## config.mk

```make
export PLATFORM = sky130hd
export DESIGN_NAME = press_edit_controller
export DESIGN_NICKNAME = d
export VERILOG_FILES = /design/src/rtl/press_edit_controller.sv
export SDC_FILE = /design/constraint.sdc
export NUM_CORES = 1
export LEC_CHECK = 0
export ABC_AREA = 0
export CORE_MARGIN = 3
export CORE_UTILIZATION = 30
export CTS_CLUSTER_SIZE = 20
export DETAILED_ROUTE_END_ITERATION = 8
export HOLD_SLACK_MARGIN = 0.06
export MAX_ROUTING_LAYER = met4
export PLACE_DENSITY_LB_ADDON = 0.05
export SYNTH_ARGS = -nofsm -noshare
export SYNTH_HDL_FRONTEND = slang
export SYNTH_SLANG_ARGS = --single-unit
```

## constraint.sdc

```tcl
create_clock -name clk -period 2.72 [get_ports clk]
set_input_delay 0.408 -clock clk [delete_from_list [all_inputs] [get_ports clk]]
set_output_delay 0.408 -clock clk [all_outputs]
set_load 0.02 [all_outputs]
```

## src/rtl/press_edit_controller.sv

```systemverilog
// Edit sequencer between the button press detectors and the alarm-clock registers.
// Walks time hours -> time minutes -> time commit -> alarm hours -> alarm minutes
// -> alarm commit. The selected field steps with wrap-around and auto-repeats while
// a long press is held. An edit that sits idle too long is abandoned without a load.
//
// state    | meaning
// ---------+------------------------------------------------------
// RUN      | normal display, plus/minus ignored
// T_HOUR   | editing time hours (blink hours)
// T_MIN    | editing time minutes (blink minutes)
// T_COMMIT | one cycle, time_load strobe, then alarm value is loaded
// A_HOUR   | editing alarm hours (blink hours)
// A_MIN    | editing alarm minutes (blink minutes)
// A_COMMIT | one cycle, alarm_load strobe, then back to RUN
module press_edit_controller #(
    parameter int REPEAT_MS  = 200,
    parameter int TIMEOUT_MS = 30000
) (
    input  logic       clk,
    input  logic       rst,
    input  logic       mode_short_i,
    input  logic       plus_short_i,
    input  logic       plus_long_i,
    input  logic       minus_short_i,
    input  logic       minus_long_i,
    input  logic [4:0] cur_hour_i,
    input  logic [5:0] cur_min_i,
    input  logic [4:0] alm_hour_i,
    input  logic [5:0] alm_min_i,
    output logic [4:0] edit_hour_o,
    output logic [5:0] edit_min_o,
    output logic [2:0] mode_o,
    output logic       time_load_o,
    output logic       alarm_load_o,
    output logic [1:0] blink_field_o
);

    typedef enum logic [2:0] {
        RUN      = 3'd0,
        T_HOUR   = 3'd1,
        T_MIN    = 3'd2,
        T_COMMIT = 3'd3,
        A_HOUR   = 3'd4,
        A_MIN    = 3'd5,
        A_COMMIT = 3'd6
    } state_t;

    localparam int RPT_W  = (REPEAT_MS > 2) ? $clog2(REPEAT_MS) : 1;
    localparam int IDLE_W = (TIMEOUT_MS > 2) ? $clog2(TIMEOUT_MS) : 1;
    localparam logic [RPT_W-1:0]  RPT_LOAD  = RPT_W'(REPEAT_MS - 1);
    localparam logic [IDLE_W-1:0] IDLE_LAST = IDLE_W'(TIMEOUT_MS - 1);

    state_t            state_q, state_d;
    logic [4:0]        hour_q, hour_d;
    logic [5:0]        min_q, min_d;
    logic [RPT_W-1:0]  rpt_q, rpt_d;
    logic [IDLE_W-1:0] idle_q, idle_d;
    logic              plus_long_q, minus_long_q;
    logic              time_load_q, time_load_d;
    logic              alarm_load_q, alarm_load_d;
    logic [1:0]        blink_q, blink_d;

    logic edit_st, hour_st, both_long, any_long, long_rise, long_fall;
    logic tick, inc_ev, dec_ev, activity, timeout;

    assign edit_st   = (state_q == T_HOUR) || (state_q == T_MIN) ||
                       (state_q == A_HOUR) || (state_q == A_MIN);
    assign hour_st   = (state_q == T_HOUR) || (state_q == A_HOUR);
    assign both_long = plus_long_i & minus_long_i;
    assign any_long  = plus_long_i | minus_long_i;
    assign long_rise = (plus_long_i & ~plus_long_q) | (minus_long_i & ~minus_long_q);
    assign long_fall = (~plus_long_i & plus_long_q) | (~minus_long_i & minus_long_q);
    // A cleared counter means the next held cycle ticks right away.
    assign tick      = ~both_long & (long_rise | (any_long & (rpt_q == '0)));
    assign inc_ev    = plus_short_i  | (tick & plus_long_i);
    assign dec_ev    = minus_short_i | (tick & minus_long_i);
    assign activity  = mode_short_i | plus_short_i | minus_short_i | any_long;
    assign timeout   = edit_st & ~activity & (idle_q == IDLE_LAST);

    // Next-state, field stepping, counters and registered output decode.
    always_comb begin
        state_d = state_q;
        hour_d  = hour_q;
        min_d   = min_q;
        case (state_q)
            RUN: begin
                if (mode_short_i) begin
                    hour_d  = cur_hour_i;
                    min_d   = cur_min_i;
                    state_d = T_HOUR;
                end
            end
            T_HOUR:   if (mode_short_i) state_d = T_MIN;
            T_MIN:    if (mode_short_i) state_d = T_COMMIT;
            T_COMMIT: begin
                hour_d  = alm_hour_i;
                min_d   = alm_min_i;
                state_d = A_HOUR;
            end
            A_HOUR:   if (mode_short_i) state_d = A_MIN;
            A_MIN:    if (mode_short_i) state_d = A_COMMIT;
            A_COMMIT: state_d = RUN;
            default:  state_d = RUN;
        endcase
        if (timeout) begin
            state_d = RUN;
        end

        // mode_short wins over a step; simultaneous inc and dec cancel.
        if (edit_st && !mode_short_i && (inc_ev != dec_ev)) begin
            if (hour_st) begin
                if (inc_ev) hour_d = (hour_q == 5'd23) ? 5'd0 : hour_q + 5'd1;
                else        hour_d = (hour_q == 5'd0) ? 5'd23 : hour_q - 5'd1;
            end else begin
                if (inc_ev) min_d = (min_q == 6'd59) ? 6'd0 : min_q + 6'd1;
                else        min_d = (min_q == 6'd0) ? 6'd59 : min_q - 6'd1;
            end
        end

        if (!edit_st || activity || timeout) idle_d = '0;
        else                                 idle_d = idle_q + IDLE_W'(1);

        if ((state_d != state_q) || both_long) rpt_d = '0;
        else if (tick)                         rpt_d = RPT_LOAD;
        else if (long_fall)                    rpt_d = '0;
        else if (rpt_q != '0)                  rpt_d = rpt_q - RPT_W'(1);
        else                                   rpt_d = rpt_q;

        time_load_d  = (state_d == T_COMMIT);
        alarm_load_d = (state_d == A_COMMIT);
        case (state_d)
            T_HOUR, A_HOUR: blink_d = 2'd1;
            T_MIN, A_MIN:   blink_d = 2'd2;
            default:        blink_d = 2'd0;
        endcase
    end

    // State, edit fields, counters and output registers.
    always_ff @(posedge clk or posedge rst) begin
        if (rst) begin
            state_q      <= RUN;
            hour_q       <= '0;
            min_q        <= '0;
            rpt_q        <= '0;
            idle_q       <= '0;
            plus_long_q  <= 1'b0;
            minus_long_q <= 1'b0;
            time_load_q  <= 1'b0;
            alarm_load_q <= 1'b0;
            blink_q      <= 2'd0;
        end else begin
            state_q      <= state_d;
            hour_q       <= hour_d;
            min_q        <= min_d;
            rpt_q        <= rpt_d;
            idle_q       <= idle_d;
            plus_long_q  <= plus_long_i;
            minus_long_q <= minus_long_i;
            time_load_q  <= time_load_d;
            alarm_load_q <= alarm_load_d;
            blink_q      <= blink_d;
        end
    end

    assign edit_hour_o   = hour_q;
    assign edit_min_o    = min_q;
    assign mode_o        = state_q;
    assign time_load_o   = time_load_q;
    assign alarm_load_o  = alarm_load_q;
    assign blink_field_o = blink_q;

endmodule

```

# After elaboration in Yosys (flattened, before gate mapping)

Cells that the tools add are included.
W data, S select, Z words.

Muxes and demuxes: 27
Reductions and logical operators: 19
Bitwise gates (word level): 26
$add $sub $neg: 6
Eq/ne operators: 16

Operators by type and width:

| operator                | number |
|---|---|
| $mux W6                 | 6 |
| $mux W8                 | 4 |
| $mux W5                 | 6 |
| $mux W3                 | 6 |
| $pmux W3 S6             | 1 |
| $add A15 B1 Y15 const B | 1 |
| $eq A15 B15 Y1 const B  | 1 |
| $eq A3 B3 Y1 const B    | 5 |
| $mux W15                | 1 |
| $eq A3 B2 Y1 const B    | 4 |
| $pmux W6 S2             | 1 |
| $and A1 B1 Y1           | 11 |
| $pmux W5 S2             | 1 |
| $or A1 B1 Y1            | 9 |
| $logic_not A8 Y1        | 1 |
| $reduce_bool A8 Y1      | 1 |
| $sub A8 B1 Y8 const B   | 1 |
| $logic_or A1 B1 Y1      | 7 |
| $add A6 B1 Y6 const B   | 1 |
| $eq A3 B1 Y1 const B    | 2 |
| $eq A6 B6 Y1 const B    | 1 |
| $logic_not A6 Y1        | 1 |
| $not A1 Y1              | 6 |
| $sub A6 B1 Y6 const B   | 1 |
| 12 further kinds        | 15 |

Output and inout bits: 18
Bits of input ports: 29
Flip-flop bits (word level): 43
Logic and storage cells: 104

# Longest topological paths before layout

Gate-level depths: netlist of run 1.

Word-level depth: 10
Depth in mapped cells: 9
Depth with buffers taken out: 7

# Least setup slack after synthesis of run 1

OpenSTA, ideal clock, no wires.

Kind: reg2reg
From: register rpt_q[0]
To: register hour_q[0] (netlist: edit_hour_o[0])
Period minus slack after synthesis: 2.243 ns
Setup time: 0.079 ns
Data required time: 2.641 ns
Setup slack: 0.477 ns
Stages on the path, launching flop included: 8
Path buffers: 0
Data arrival time: 2.164 ns
Cell sequence: dfrtp_1 inv_1 ha_1 or3b_2 o311a_4 xor2_1 nor2b_1 mux2i_1

Word-level cells in the longest chain between the ends: 9
Elaborated cells between the ends (all ways): 13
Those cells by class: 1 x eq/ne; 3 x mux; 7 x bitwise; 2 x reduce/logical

Ends and longest elaborated chain:

| what                                                  | RTL line | text |
|---|---|---|
| start: declaration                                    | 56       | `logic [RPT_W-1:0] rpt_q, rpt_d;` |
| start signal: assignment                              | 155      | `rpt_q <= rpt_d;` |
| $logic_not A8 Y1 (*)                                  | 74       | `assign tick = ~both_long & (long_rise \| (any_long & (rpt_q == '0)));` |
| $and A1 B1 Y1 (*)                                     | 74       |  |
| $or A1 B1 Y1 (*)                                      | 74       |  |
| $and A1 B1 Y1 (*)                                     | 74       |  |
| $and A1 B1 Y1, on equally long branches               | 75, 76   |  |
| $or A1 B1 Y1, on equally long branches                | 75, 76   |  |
| $mux W5 / $ne A1 B1 Y1 (equally long branches)        | 112, 110 |  |
| $mux W5 / $logic_and A1 B1 Y1 (equally long branches) | 111, 110 |  |
| $mux W5 (*)                                           | 110      | `if (edit_st && !mode_short_i && (inc_ev != dec_ev)) begin` |
| net hour_d[0]                                         | 54       | `logic [4:0] hour_q, hour_d;` |
| end signal: assignment                                | 153      | `hour_q <= hour_d;` |
| end: declaration                                      | 54       |  |

Mark *: on every way through the listed nets, which the timed path passes. The rest lies on a longest branch.
A chain may end at the register's enable or synchronous reset.

# Final worst setup path of run 1

From: register rpt_q[0]
To: register hour_q[3] (netlist: edit_hour_o[3])

The elaborated chain is that of the path after synthesis.

==> flow_metrics.env, run 1 <==
export IMPL_ys_async_sr_fraction=1.00
export IMPL_wl_met3_um=278
export IMPL_clock_latency_ps=290
export IMPL_grt_pass1_vias=2335
export IMPL_start_util=0.314
export IMPL_highest_layer="met4"
export IMPL_worst_pin_slew_ps=554
export IMPL_cp_end_kind="flop"
export IMPL_synth_top_cell_area_share=0.385
export IMPL_fin_tns_setup_ps=0
export IMPL_ir_worst_vdd_mv=0.379
export IMPL_synth_seq_area_share=0.385
export IMPL_grt_max_degree=36
export IMPL_p_sw_mw=1.45
export IMPL_syn_area_per_cell_um2=9.05
export IMPL_placed_cells=453
export IMPL_critical_path_buf_inv_count=2
export IMPL_cellInternalPower_mw=1.98
export IMPL_holdBufCountCts=0
export IMPL_synth_cell_types=53
export IMPL_fin_cells=461
export IMPL_dr_pass1_iters=7
export IMPL_areaGrowthSynthToFinish_pct=24.5
export IMPL_rsz0062_at_grt="false"
export IMPL_maxSlewViolCount=0
export IMPL_synthCells=309
export IMPL_layout_nets=389
export IMPL_synth_most_common_cell="dfrtp_1"
export IMPL_cts_sinks=43
export IMPL_crit_type="flop to flop"
export IMPL_io_buffer_count=46
export IMPL_hold_slack_ps=324
export IMPL_crit_path_top_delay_cell="or3b_2"
export IMPL_drc=0
export IMPL_cp_required_ps=2940
export IMPL_synth_seq_cells=43
export IMPL_ys_top_cells_by_count="dfrtp_1 (43), nor2_1 (40), inv_1 (20), nand2_1 (20), xnor2_1 (18)"
export IMPL_grt_use_total=0.141
export IMPL_clk_pin_slew_ps=90
export IMPL_die_y_um=103
export IMPL_critPathLaunchType="flop"
export IMPL_fmax_ghz=0.406
export IMPL_cts_resized=0
export IMPL_yosysWarnings=0
export IMPL_synth_edff_count=0
export IMPL_p_clk_frac=0.149
export IMPL_wl_met2_um=3320
export IMPL_setup_ws_ps=256
export IMPL_synth_nets=346
export IMPL_viasPerCell=5.11
export IMPL_wirelength_um=6910
export IMPL_hold_viol=0
export IMPL_yosys_area_top_type="dfrtp_1"
export IMPL_critPathMaxFanout=4
export IMPL_grt_pass1_wl_um=11400
export IMPL_post_place_ws_ps=96.7
export IMPL_skew_ps=6.99
export IMPL_cts_made_buffers=5
export IMPL_ctsLongestPathBuffers=2
export IMPL_cp_arrival_ps=2680
export IMPL_place_congestion=0.812
export IMPL_gr_total_overflow=0
export IMPL_cpPeakStageDelay_ps=500
export IMPL_drive_above_1_share=0.0793
export IMPL_power_mw=3.43
export IMPL_antenna_found_initial=0
export IMPL_outcome="completed"
export IMPL_post_cts_buffers=0
export IMPL_switching_share=0.423
export IMPL_dieArea_um2=10500
export IMPL_synthTopCellsByArea="dfrtp_1 (38%), xnor2_1 (5.6%), nor2_1 (5.4%)"
export IMPL_dp_hpwl_um=5010
export IMPL_fin_util=0.391
export IMPL_power_density_nw_per_um2=985
export IMPL_vias=2354
export IMPL_coreArea_um2=8890
export IMPL_cts_root_buf="clkbuf_8"
export IMPL_min_period_ps=2460
export IMPL_htreeDepth=2
export IMPL_m1WireLength_um=3280
export IMPL_diodes=0
export IMPL_path_cells="inv_1, ha_1, or3b_2, o311a_1, xor2_1, buf_4, nor2b_1, mux2i_1"
export IMPL_num_io_pins=47
export IMPL_slew_headroom=0.630
export IMPL_power_frac_comb=0.533
export IMPL_fin_crit_sh=0.906
export IMPL_row_count=34
export IMPL_power_frac_seq=0.318
export IMPL_dieWidth_um=103
export IMPL_hold_path_class="primary input to async pin"
export IMPL_path_delay_family="simple AND/OR/NAND/NOR gates"
export IMPL_antenna_left=0
export IMPL_ys_flop_type="dfrtp_1"
export IMPL_design_area_um2=3480
export IMPL_cts_tree="done"
export IMPL_maxCapViolCount=0
export IMPL_netlist_area_um2=2800
export IMPL_routedWlPerCell_um=15.0
export IMPL_p_leak_nw=1.44
export IMPL_setup_viol=0
export IMPL_placed_cell_area_um2=3370
export IMPL_first_iter_violations=95
[cell families after synthesis]
group                    count (synthesis)  synth area share
XOR/XNOR                                27            0.0846
AND/OR/NAND/NOR                        127             0.237
flip-flops                              43             0.385
multiplexers                            14            0.0568
AO/OA/AOI/OAI                           54             0.149
buffers and inverters                   36            0.0515
adder cells (fa/ha/maj)                  8            0.0358
[cells in the final DEF, fill, tap and decap left out, types with 2 or more instances in the layout]
cell type,instances
ha_1,8
a21oi_1,14
nand4_1,4
o211a_1,2
dfrtp_1,43
and3_1,5
mux2i_1,11
or3b_2,3
o21a_1,2
nor2b_1,4
nor2_1,40
clkbuf_8,5
nand3_1,15
xnor2_1,18
o311a_1,2
a211oi_1,2
o21ai_0,3
inv_1,19
nand2_1,20
nor3_1,8
or3_1,4
nand3b_1,8
nand2b_1,4
or2_2,2
a31o_2,2
a22oi_1,4
clkdlybuf4s50_1,46
a222oi_1,10
buf_4,6
o211ai_1,5
xor2_1,9
[layer usage]
metal	vias up	global-route usage
met1	1110	0.180
met5	-	-
li1	1191	-
met4	0	0.0242
met2	51	0.236
met3	2	0.0277
[sequential cells by signal, indices dropped and copies added (netlist names)]
name / cells
alarm_load_o: 1
blink_field_o: 2
edit_hour_o: 5
edit_min_o: 6
idle_q: 15
minus_long_q: 1
mode_o: 3
plus_long_q: 1
rpt_q: 8
time_load_o: 1
[final timing paths]
kind / start / end / slack (ps) / cells after the start
max reg2reg: rpt_q[0]$_DFFE_PP0P_ / edit_hour_o[3]$_DFF_PP0_ / 260 / 8
max in group asynchronous: rst / edit_min_o[2]$_DFF_PP0_ / 1650 / 3
min in group clk: idle_q[0]$_DFF_PP0_ / idle_q[0]$_DFF_PP0_ / 500 / 1
min: rst / idle_q[11]$_DFF_PP0_ / 320 / 2
min reg2reg: idle_q[0]$_DFF_PP0_ / idle_q[0]$_DFF_PP0_ / 500 / 1
max: rpt_q[0]$_DFFE_PP0P_ / edit_hour_o[3]$_DFF_PP0_ / 260 / 8
[power by group through the flow]
stage	sequential, mW	combinational, mW	clock (mW)
3_3_place_gp	1.11	1.84	0
3_5_place_dp	1.10	1.84	0
5_1_grt	1.14	2.02	0.559
2_1_floorplan	1.08	1.29	0
6_report	1.09	1.83	0.509
4_1_cts	1.09	1.85	0.536
[area by class of cell]
type                       instances  area (µm²)
clock buffer                       5        68.8
clock inverter                     3        43.8
fill                             915        5410
inverter                          20        75.1
multi-input combinational        230        1580
sequential                        43        1080
tap                              108         135
timing repair buffer              52         505
Note: power is estimated with default switching activity, not from simulation.
==> run 2: changes to the inputs <==
--- a/config.mk
+++ b/config.mk
@@ -5,7 +5,6 @@
 export SDC_FILE = /design/constraint.sdc
 export NUM_CORES = 1
 export LEC_CHECK = 0
-export ABC_AREA = 0
 export CORE_MARGIN = 3
 export CORE_UTILIZATION = 30
 export CTS_CLUSTER_SIZE = 20
@@ -13,6 +12,7 @@
 export HOLD_SLACK_MARGIN = 0.06
 export MAX_ROUTING_LAYER = met4
 export PLACE_DENSITY_LB_ADDON = 0.05
+export REMOVE_ABC_BUFFERS = 1
 export SYNTH_ARGS = -nofsm -noshare
 export SYNTH_HDL_FRONTEND = slang
 export SYNTH_SLANG_ARGS = --single-unit
==> run 2 against run 1 <==
Combinational power about the same. Clock skew up 1.6 ps. Clock power down 20%. Critical path type unchanged. Critical endpoint is now edit_min_o[3]$_DFF_PP0_. Largest cell class unchanged.
==> flow_metrics.env, run 2 (synthesis gave the netlist of run 1 again) <==
export IMPL_post_place_ws_ps=133
export IMPL_rsz0062_at_grt="false"
export IMPL_n_fill_cell=916
export IMPL_dp_hpwl_um=4970
export IMPL_gr_total_overflow=0
export IMPL_cp_arrival_ps=2640
export IMPL_drive_above_1_share=0.0765
export IMPL_setup_ws_ps=300
export IMPL_worst_pin_slew_ps=727
export IMPL_cts_sinks=43
export IMPL_regArea_um2=1080
export IMPL_routedWlPerCell_um=15.0
export IMPL_post_cts_buffers=0
export IMPL_multi_input_area_um2=1580
export IMPL_cpPeakStageDelay_ps=500
export IMPL_drc=0
export IMPL_power_density_nw_per_um2=964
export IMPL_io_buffer_count=46
export IMPL_clk_pin_slew_ps=90
export IMPL_hold_viol=0
export IMPL_grt_use_total=0.143
export IMPL_crit_path_top_delay_cell="or3b_2"
export IMPL_hold_path_class="primary input to async pin"
export IMPL_ctsLongestPathBuffers=2
export IMPL_coreArea_um2=8890
export IMPL_rrSetupSlack_ps=300
export IMPL_dieWidth_um=103
export IMPL_fmax_ghz=0.413
export IMPL_cp_end_kind="flop"
export IMPL_maxCapViolCount=0
export IMPL_grt_max_degree=27
export IMPL_start_util=0.314
export IMPL_final_common_cell="clkdlybuf4s50_1"
export IMPL_die_y_um=103
export IMPL_place_congestion=0.787
export IMPL_cts_made_buffers=5
export IMPL_cts_resized=0
export IMPL_skew_ps=8.60
export IMPL_critPathLaunchType="flop"
export IMPL_grt_pass1_wl_um=11600
export IMPL_min_period_ps=2420
export IMPL_num_io_pins=47
export IMPL_first_iter_violations=114
export IMPL_critical_path_buf_inv_count=2
export IMPL_top_register="idle_q"
export IMPL_largest_reg_flops=15
export IMPL_crit_type="flop to flop"
export IMPL_clock_latency_ps=290
export IMPL_cts_root_buf="clkbuf_8"
export IMPL_htreeDepth=2
export IMPL_p_leak_nw=1.43
export IMPL_layout_common_cells="clkdlybuf4s50_1 (46), dfrtp_1 (43), nor2_1 (40), nand2_1 (20), inv_1 (19)"
export IMPL_setup_viol=0
export IMPL_dieArea_um2=10500
export IMPL_ir_worst_vdd_mv=0.342
export IMPL_reg2reg_depth=8
export IMPL_fin_crit_sh=0.890
export IMPL_areaGrowthSynthToFinish_pct=23.9
export IMPL_holdBufCountCts=0
export IMPL_layout_nets=389
export IMPL_wirelength_um=6900
export IMPL_viasPerCell=5.13
export IMPL_cts_tree="done"
export IMPL_antenna_left=0
export IMPL_outcome="completed"
export IMPL_rr_endpoint="edit_min_o[3]$_DFF_PP0_"
export IMPL_critPathMaxFanout=19
export IMPL_slew_headroom=0.512
export IMPL_grt_pass1_vias=2362
export IMPL_row_count=34
export IMPL_maxSlewViolCount=0
export IMPL_antenna_found_initial=0
export IMPL_fin_tns_setup_ps=0
export IMPL_path_cells="inv_1, ha_1, or3b_2, o311a_4, buf_4, mux2_4, o211a_1, mux2i_1"
export IMPL_cp_required_ps=2940
export IMPL_diodes=0
export IMPL_vias=2364
export IMPL_path_delay_family="compound AO/OA/AOI/OAI gates"
export IMPL_r2r_start="rpt_q[0]$_DFFE_PP0P_"
export IMPL_dr_pass1_iters=5
[run 2: cell types whose count changed in the layout (fill, tap and decap cells not counted)]
cell / change
buf_12: +1
buf_4: -1
bufinv_16: -1
clkbuf_1: +1
clkinv_4: -1
clkinvlp_4: +1
[run 2: power breakdown]
part,switching [mW],internal [mW]
Combinational,0.918,0.909
Clock,0.226,0.180
Sequential,0.309,0.797
[run 2: routing by layer]
layer	track usage	vias to the layer above	part of all wire
li1	-	1185	-
met1	0.198	1116	0.49
met2	0.216	57	0.45
met3	0.0264	6	0.046
met4	0.0363	0	0.010
met5	-	-	0
[run 2: how the worst max path moves through the flow]
stage / startpoint / end / slack, ps / cells after the start
finish: rpt_q[0]$_DFFE_PP0P_ / edit_min_o[3]$_DFF_PP0_ / 300 / 8
global route: rpt_q[0]$_DFFE_PP0P_ / edit_hour_o[0]$_DFF_PP0_ / 160 / 8
CTS: rpt_q[0]$_DFFE_PP0P_ / edit_hour_o[3]$_DFF_PP0_ / 290 / 8
detailed placement: plus_long_i / edit_hour_o[4]$_DFF_PP0_ / 130 / 7
global placement: plus_long_i / edit_hour_o[4]$_DFF_PP0_ / 170 / 7
floorplan: rpt_q[0]$_DFFE_PP0P_ / edit_hour_o[0]$_DFF_PP0_ / 360 / 7
[run 2: area by class of cell]
class | instances | area share
inverters | 20 | 0.0217
clock inverters | 2 | 0.00361
well taps | 108 | 0.0390
repair buffers | 52 | 0.150
clock buffers | 6 | 0.0209
multi-input cells | 230 | 0.455
flip-flops and latches | 43 | 0.311
[run 2: through the flow]
| step | instance area, µm² | power [mW] | hold slack, ps | cells | utilization |
|---|---|---|---|---|---|
| after floorplan | 2730 | 2.31 | 439 | 293 | - |
| after global placement | 3380 | 2.97 | 483 | 453 | 0.380 |
| after detailed placement | 3380 | 2.95 | 486 | 453 | 0.380 |
| after CTS | 3460 | 3.38 | 457 | 461 | 0.390 |
| after global routing | 3460 | 3.63 | 483 | 461 | 0.390 |
| final | 3460 | 3.34 | 447 | 461 | 0.390 |
